`src/rtl/img_stream_tx_if.sv`:
```
// Bundle between img_stream_tx and its neighbours: the upstream pixel handshake
// and the frame-timed video stream handed to the line-buffer stages.
interface img_stream_tx_if;
    logic [15:0] s_data;
    logic        s_valid;
    logic        s_ready;
    logic        post_vs;
    logic        post_hs;
    logic        post_clken;
    logic [15:0] post_img_data;

    modport slave (
        input  s_data, s_valid,
        output s_ready, post_vs, post_hs, post_clken, post_img_data
    );

    modport master (
        output s_data, s_valid,
        input  s_ready, post_vs, post_hs, post_clken, post_img_data
    );
endinterface

```
`src/rtl/img_stream_tx.sv`:
```
// Video stream transmitter: drains upstream pixels into vs/hs/clken framing with programmable blanking.
// Optional macro TEST_PATTERN_EN replaces the upstream source with an internal coordinate pattern.
module img_stream_tx #(
    parameter int unsigned IMG_H   = 1280,
    parameter int unsigned IMG_V   = 720,
    parameter int unsigned H_BLANK = 160,
    parameter int unsigned V_BLANK = 30
) (
    input  logic            clk,
    input  logic            rst_n,
    input  logic            enable,
    img_stream_tx_if.slave  bus,
    output logic            underflow,
    output logic            frame_done
);
    localparam int unsigned CNT_W = 11;
    localparam int unsigned BLK_W = 16;

    localparam logic [2:0] IDLE   = 3'd0;
    localparam logic [2:0] LEAD   = 3'd1;
    localparam logic [2:0] LINE   = 3'd2;
    localparam logic [2:0] HBLANK = 3'd3;
    localparam logic [2:0] VBLANK = 3'd4;

    logic [2:0]       state;
    logic [2:0]       state_nxt;
    logic [CNT_W-1:0] h_cnt;
    logic [CNT_W-1:0] v_cnt;
    logic [BLK_W-1:0] b_cnt;
    logic             xfer;
    logic             stall;
    logic             line_end;
    logic [15:0]      pix;

`ifdef TEST_PATTERN_EN
    assign bus.s_ready = 1'b0;
    assign xfer        = (state == LINE);
    assign stall       = 1'b0;
    assign pix         = {h_cnt[4:0], v_cnt[5:0], h_cnt[9:5]};
`else
    assign bus.s_ready = (state == LINE);
    assign xfer        = bus.s_valid && bus.s_ready;
    assign stall       = (state == LINE) && !bus.s_valid;
    assign pix         = bus.s_data;
`endif

    assign line_end = xfer && (h_cnt == CNT_W'(IMG_H - 1));

    // State register
    always_ff @(posedge clk or negedge rst_n) begin
        if (!rst_n) state <= IDLE;
        else        state <= state_nxt;
    end

    // Next-state logic; v_cnt already counts the line just finished while in HBLANK
    always_comb begin
        state_nxt = state;
        case (state)
            IDLE:   if (enable) state_nxt = LEAD;
            LEAD:   if (b_cnt == BLK_W'(H_BLANK - 1)) state_nxt = LINE;
            LINE:   if (line_end) state_nxt = HBLANK;
            HBLANK: if (b_cnt == BLK_W'(H_BLANK - 1))
                        state_nxt = (v_cnt == CNT_W'(IMG_V)) ? VBLANK : LINE;
            VBLANK: if (b_cnt == BLK_W'(V_BLANK - 1))
                        state_nxt = enable ? LEAD : IDLE;
            default: state_nxt = IDLE;
        endcase
    end

    // Counters: blanking timer restarts on every state change
    always_ff @(posedge clk or negedge rst_n) begin
        if (!rst_n) begin
            h_cnt <= '0;
            v_cnt <= '0;
            b_cnt <= '0;
        end else begin
            if (state_nxt != state)
                b_cnt <= '0;
            else if (state == LEAD || state == HBLANK || state == VBLANK)
                b_cnt <= b_cnt + BLK_W'(1);

            if (line_end)
                h_cnt <= '0;
            else if (xfer)
                h_cnt <= h_cnt + CNT_W'(1);

            if (line_end)
                v_cnt <= v_cnt + CNT_W'(1);
            else if (state == HBLANK && state_nxt == VBLANK)
                v_cnt <= '0;
        end
    end

    // Registered stream outputs, one cycle behind the state that produced them
    always_ff @(posedge clk or negedge rst_n) begin
        if (!rst_n) begin
            bus.post_vs       <= 1'b0;
            bus.post_hs       <= 1'b0;
            bus.post_clken    <= 1'b0;
            bus.post_img_data <= '0;
            underflow         <= 1'b0;
            frame_done        <= 1'b0;
        end else begin
            bus.post_vs    <= (state == LEAD) || (state == LINE) || (state == HBLANK);
            bus.post_hs    <= (state == LINE);
            bus.post_clken <= xfer;
            underflow      <= stall;
            frame_done     <= (state == HBLANK) && (state_nxt == VBLANK);
            // Data holds between pixels inside a frame and parks at zero between frames
            if (xfer)
                bus.post_img_data <= pix;
            else if (state == IDLE || state == VBLANK)
                bus.post_img_data <= '0;
        end
    end
endmodule

```
`src/flat_wrapper.sv`:
```
// flat-port wrapper written by rule: the top's interface ports become plain ports
module img_stream_tx_flat 
#(
    parameter int unsigned IMG_H   = 1280,
    parameter int unsigned IMG_V   = 720,
    parameter int unsigned H_BLANK = 160,
    parameter int unsigned V_BLANK = 30
)
  (clk, rst_n, enable, underflow, frame_done, bus_s_data, bus_s_valid, bus_s_ready, bus_post_vs, bus_post_hs, bus_post_clken, bus_post_img_data);
  img_stream_tx_if bus_i ();
  input  logic clk;
  input  logic rst_n;
  input  logic enable;
  output logic underflow;
  output logic frame_done;
  input wire logic [$bits(bus_i.s_data)-1:0] bus_s_data;
  input wire logic [$bits(bus_i.s_valid)-1:0] bus_s_valid;
  output wire logic [$bits(bus_i.s_ready)-1:0] bus_s_ready;
  output wire logic [$bits(bus_i.post_vs)-1:0] bus_post_vs;
  output wire logic [$bits(bus_i.post_hs)-1:0] bus_post_hs;
  output wire logic [$bits(bus_i.post_clken)-1:0] bus_post_clken;
  output wire logic [$bits(bus_i.post_img_data)-1:0] bus_post_img_data;
  assign bus_i.s_data = bus_s_data;
  assign bus_i.s_valid = bus_s_valid;
  assign bus_s_ready = bus_i.s_ready;
  assign bus_post_vs = bus_i.post_vs;
  assign bus_post_hs = bus_i.post_hs;
  assign bus_post_clken = bus_i.post_clken;
  assign bus_post_img_data = bus_i.post_img_data;
  img_stream_tx #(.IMG_H(IMG_H), .IMG_V(IMG_V), .H_BLANK(H_BLANK), .V_BLANK(V_BLANK)) u_core (.clk(clk), .rst_n(rst_n), .enable(enable), .bus(bus_i), .underflow(underflow), .frame_done(frame_done));
endmodule
```
`config.mk`:
```
export PLATFORM = sky130hd
export DESIGN_NAME = img_stream_tx_flat
export DESIGN_NICKNAME = d
export VERILOG_FILES = /design/src/rtl/img_stream_tx_if.sv /design/src/rtl/img_stream_tx.sv /design/src/flat_wrapper.sv
export SDC_FILE = /design/constraint.sdc
export NUM_CORES = 1
export LEC_CHECK = 0
export CAP_MARGIN = 20
export CORE_ASPECT_RATIO = 1.1
export CORE_MARGIN = 1.5
export CORE_UTILIZATION = 54
export DETAILED_ROUTE_END_ITERATION = 10
export PLACE_DENSITY_LB_ADDON = 0.2
export SYNTH_ARGS = -nofsm -noshare
export SYNTH_HDL_FRONTEND = slang
export SYNTH_SLANG_ARGS = --single-unit
```
`constraint.sdc`:
```
create_clock -name clk -period 2.6 [get_ports clk]
set_input_delay 0.52 -clock clk [delete_from_list [all_inputs] [get_ports clk]]
set_output_delay 0.52 -clock clk [all_outputs]
set_load 0.01 [all_outputs]
```
* After elaboration in Yosys (flattened, before gate mapping)
Cells that the tools add are included.
Word-level totals: flip-flop bits (word level) 62, latch bits 0, bits in writable memories 0, bits in read-only memories 0, input bits 20, output and inout bits 22, word-level logic and storage cells 54, memories 0
Operators by class: add/subtract/negate cells 3, multipliers 0, divide/modulo/power cells 0, magnitude comparators 0, equal/unequal tests 10, shift-type cells 0, multiplexer cells 16, bitwise logic cells 0, reduce and logical (&&, ||, !) cells 15
Operators with widths (count):
- $mux W16 | 4
- $mux W11 | 4
- $add A11 B1 Y11 const B | 2
- $mux W3 | 6
- $add A16 B1 Y16 const B | 1
- $eq A16 B5 Y1 const B | 1
- $eq A16 B8 Y1 const B | 1
- $pmux W3 S5 | 1
- $eq A11 B10 Y1 const B | 1
- $eq A11 B11 Y1 const B | 1
- $reduce_bool A2 Y1 | 4
- $eq A3 B2 Y1 const B | 2
- $eq A3 B3 Y1 const B | 2
- $logic_or A1 B1 Y1 | 5
- $logic_and A1 B1 Y1 | 4
- $eq A3 B1 Y1 const B | 1
- $logic_not A3 Y1 | 1
- $ne A3 B3 Y1 | 1
- $logic_not A1 Y1 | 1
- $mux W1 | 1

* Depth between registers and ports, before layout
word-level depth 9, mapped depth 9, depth with buffers taken out 7

* Worst setup path after synthesis
OpenSTA, ideal clock, no wires.
kind register to register, from register u_core.b_cnt[10], to register u_core.b_cnt[8], setup time 0.119 ns, data arrival time 1.976 ns, required time 2.481 ns, setup slack 0.505 ns, stages on the path, launching flop included 7, buffers on the path 1, period minus slack after synthesis 2.095 ns, cell sequence dfrtp_1 > or4_4 > o41ai_4 > a211oi_2 > o22ai_4 > buf_12 > nor2_2
On the way: longest elaborated chain between the ends 5, elaborated cells on any way between the ends 9, classes of those cells 3 x eq/ne; 5 x mux; 1 x reduce/logical
RTL lines:
- start, declared | RTL line img_stream_tx.sv:29 | logic [BLK_W-1:0] b_cnt;
- start signal, assigned | RTL line img_stream_tx.sv:80 | b_cnt <= b_cnt + BLK_W'(1);
- $eq A16 B5 Y1 or $eq A16 B8 Y1 (tied branches) | RTL line img_stream_tx.sv:64, img_stream_tx.sv:60, img_stream_tx.sv:62
- $mux W3 (on tied branches) | RTL line img_stream_tx.sv:64, img_stream_tx.sv:60, img_stream_tx.sv:62
- $pmux W3 S5 (*) | RTL line img_stream_tx.sv:58 | case (state)
- $ne A3 B3 Y1 (*) | RTL line img_stream_tx.sv:77 | if (state_nxt != state)
- $mux W16 or $reduce_bool A2 Y1 (tied branches)
Mark *: on every way between the ends. The rest lies on a longest branch, timed or not. A chain may end at the register's enable or synchronous reset.

* Worst setup path in the final report
from register u_core.state[2], to output bus_s_ready
On the way: longest elaborated chain between the ends 1
RTL lines:
- start, declared | RTL line img_stream_tx.sv:25 | logic [2:0] state;
- start signal, assigned | RTL line img_stream_tx.sv:52 | else state <= state_nxt;
- $eq A3 B2 Y1 | RTL line img_stream_tx.sv:41 | assign bus.s_ready = (state == LINE);
- end, declared | RTL line flat_wrapper.sv:18 | output wire logic [$bits(bus_i.s_ready)-1:0] bus_s_ready;
Every way passes these cells.

==> impl_metrics.toml <==
[synth]
synthDominantCellAreaShare_pct = 50.97
synth.most_common_cell = "dfrtp_1"
yosysWarningCount = 0
async_flop_share_pct = 100.0
syn_nets = 336
syn_area_um2 = 3044
synthCells = 311
synth-edff-count = 0
synth_top_area_cell = "dfrtp_1"
ys_seq_elements = 62
synth_common_cells = "62 x dfrtp_1, 46 x nand2_1, 28 x nor2_1, 25 x o21ai_0, 17 x xnor2_1"
ys_seq_area_share_pct = 50.97
synth_area_leaders = "dfrtp_1 51%, nand2_1 5.7%, xnor2_1 4.9%, o21ai_0 4.1%, nor2_1 3.5%"
syn-mean-instance-area_um2 = 9.788
synth.distinct_cells = 48
synthFlopType = "dfrtp_1"

[clocking]
cts.sinks = 62
cts.htree.levels = 3
worstSkewPairLatency_ns = 0.34
path_clk_slew_ns = 0.07
postCtsHoldBufs = 0
cts_root_buffer = "clkbuf_8"
cts.repair.resized = 0
cts_tree = "done"
clock_path_buffers = 2
cts_setup_buffers = 0
cts_buffers = 9

[placement]
dp.cells = 423
port_buffers = 41
preCtsSetupSlack_ns = 0.1836
gp_congestion = 0.8330
hpwl_um = 4200

[timing]
layout_min_cycle_time_ns = 2.387
clock-skew-final_ns = 0.01290
fin_hold_ws_ns = 0.3182
final.setup.tns_ns = 0
drv_slew = 0
worst_pin_slew_ns = 0.7701
rsz0062_at_grt = "no"
hold_viol = 0
max_freq_mhz = 419.0
slew_headroom_pct = 48.66
period_share_pct = 91.80
setup_viol = 0
fin_ws_ns = 0.2133

[grt]
grt_max_degree = 63
antenna_found_initial = 0
track_usage_pct = 23.30
grt_pass1_wl_um = 10740
overflow = 0
grt_pass1_vias = 2315

[route]
drt-initial-drc-count = 163
ant_nets = 0
drc = 0
routed_wl_um = 6159
vias = 2373
drt_first_pass_iters = 5
routed_via_density = 5.405
wl_per_cell_um = 14.03

[critical_path]
cp_top_family = "buffers and inverters"
timing_worst_setup_path_type = "flop to primary output"
crit_fanout = 11
cp-end-kind = "primary output"
max_stage_delay_ns = 0.57
critPathRequiredTime_ns = 2.08
cp_slowest_cell = "clkdlybuf4s50_1"
cp_num_buf_inv = 1
start_kind = "flop"
crit_arrival_ns = 1.87
path_cells = "nand2b_1 -> nor2_1 -> clkdlybuf4s50_1"

[cells_and_area]
final_nets = 384
instances_no_fill = 439
final_layout_size_suffix_gt1_share_pct = 12.09
area_delta_synth_final_pct = 24.83
post-route-util_pct = 70.43
antennaDiodeCount = 0

[floorplanning]
coreArea_um2 = 5395
io_pins = 42
die_h_um = 81.75
start_util_pct = 56.42
fp.dieArea_um2 = 6097
rows = 28
die_w_um = 74.59

[flow_run]
drv_cap = 0

[min_path]
hold_class = "input pin to async pin"

[power_and_ir_drop]
cellPowerDensity_nw_per_um2 = 598.6
ir_drop_v = 0.0004022
power_leakage_nw = 1.625

[run_status]
status = "finished, final reports clean"
==> power breakdown <==
| part | switching (mW) | internal (mW) | leakage, nW | total, mW |
|---|---|---|---|---|
| clock network | 0.370 | 0.618 | 0.120 | 0.988 |
| registers | 0.0575 | 1.01 | 0.825 | 1.06 |
| logic | 0.119 | 0.104 | 0.680 | 0.224 |
==> sequential cells by signal, indices dropped and copies added, names as in the netlist <==
register,flops
u_core.bus.post_hs,1
u_core.bus.post_img_data,16
u_core.bus.post_vs,1
u_core.frame_done,1
u_core.state,3
u_core.h_cnt,11
u_core.underflow,1
u_core.b_cnt,16
u_core.bus.post_clken,1
u_core.v_cnt,11
==> cell families (layout without fill, tap and decap cells) <==
kind of cell	after synthesis	in the layout	share of synthesized area [%]
adders and majority gates	5	5	2.055
DFF	62	62	50.97
and+or+nand+nor	142	142	24.25
AOI/OAI and AO/OA	51	51	11.30
xor gates and xnor gates	26	26	7.481
muxes	1	1	0.3288
buffers and inverters	24	77	3.617
==> cell usage in the layout (no fill, tap or decap), types with 3 or more instances in the layout <==
cell type | Yosys | routed
clkbuf_8 | 0 | 12
clkdlybuf4s50_1 | 0 | 40
and4_1 | 3 | 3
o21ai_0 | 25 | 25
dfrtp_1 | 62 | 62
xnor2_1 | 17 | 17
and2_1 | 3 | 3
ha_1 | 5 | 5
nor2_1 | 28 | 28
nor3_1 | 9 | 9
nand4_1 | 7 | 7
inv_1 | 12 | 12
xor2_1 | 9 | 9
nand2_1 | 46 | 46
buf_4 | 0 | 7
nor2_2 | 10 | 10
nand3_1 | 12 | 12
a21oi_1 | 9 | 9
nor2b_1 | 5 | 5
==> stage by stage <==
| stage | power (mW) | instance area, um2 |
|---|---|---|
| floorplan | 1.208 | 3044 |
| global placement | 1.291 | 3566 |
| detailed placement | 1.299 | 3566 |
| CTS | 2.287 | 3800 |
| global route | 2.359 | 3800 |
| finish | 2.275 | 3800 |
==> worst register-to-register path: cells and delay by family, from the launching register on <==
kind	cells	cell delay, ns
and+or+nand+nor	3	0.95
AOI/OAI and AO/OA	2	0.57
DFF	1	0.40
adders and majority gates	1	0.16
buffers and inverters	1	0.13
==> routing by layer <==
layer	part of all wire [%]	vias to the layer above	GRT usage [%]
met4	2.2	0	10.73
met5	0	-	0
met3	5.2	13	5.767
met2	45	59	34.82
met1	47	1130	31.95
li1	-	1171	-
==> path summary, 6_finish.rpt <==
kind                                 start               end  slack [ns]  depth (start not counted)
min in group clk           u_core.h_cnt[6]   u_core.h_cnt[6]        0.50                          1
max in group asynchronous            rst_n  u_core.underflow        1.74                          2
hold reg to reg            u_core.h_cnt[6]   u_core.h_cnt[6]        0.50                          1
hold / removal                       rst_n   u_core.v_cnt[8]        0.32                          2
setup / recovery           u_core.state[2]       bus_s_ready        0.21                          3
setup reg to reg           u_core.v_cnt[0]   u_core.v_cnt[5]        0.29                          7
==> cell type report <==
type / count / area [um2]
Fill cell: 432 / 1595
Sequential cell: 62 / 1551
Multi-Input combinational cell: 225 / 1398
Timing Repair Buffer: 49 / 478.0
Clock buffer: 13 / 168.9
Tap cell: 75 / 93.84
Clock inverter: 3 / 65.06
Inverter: 12 / 45.04
(Power assumes the default switching activity.)
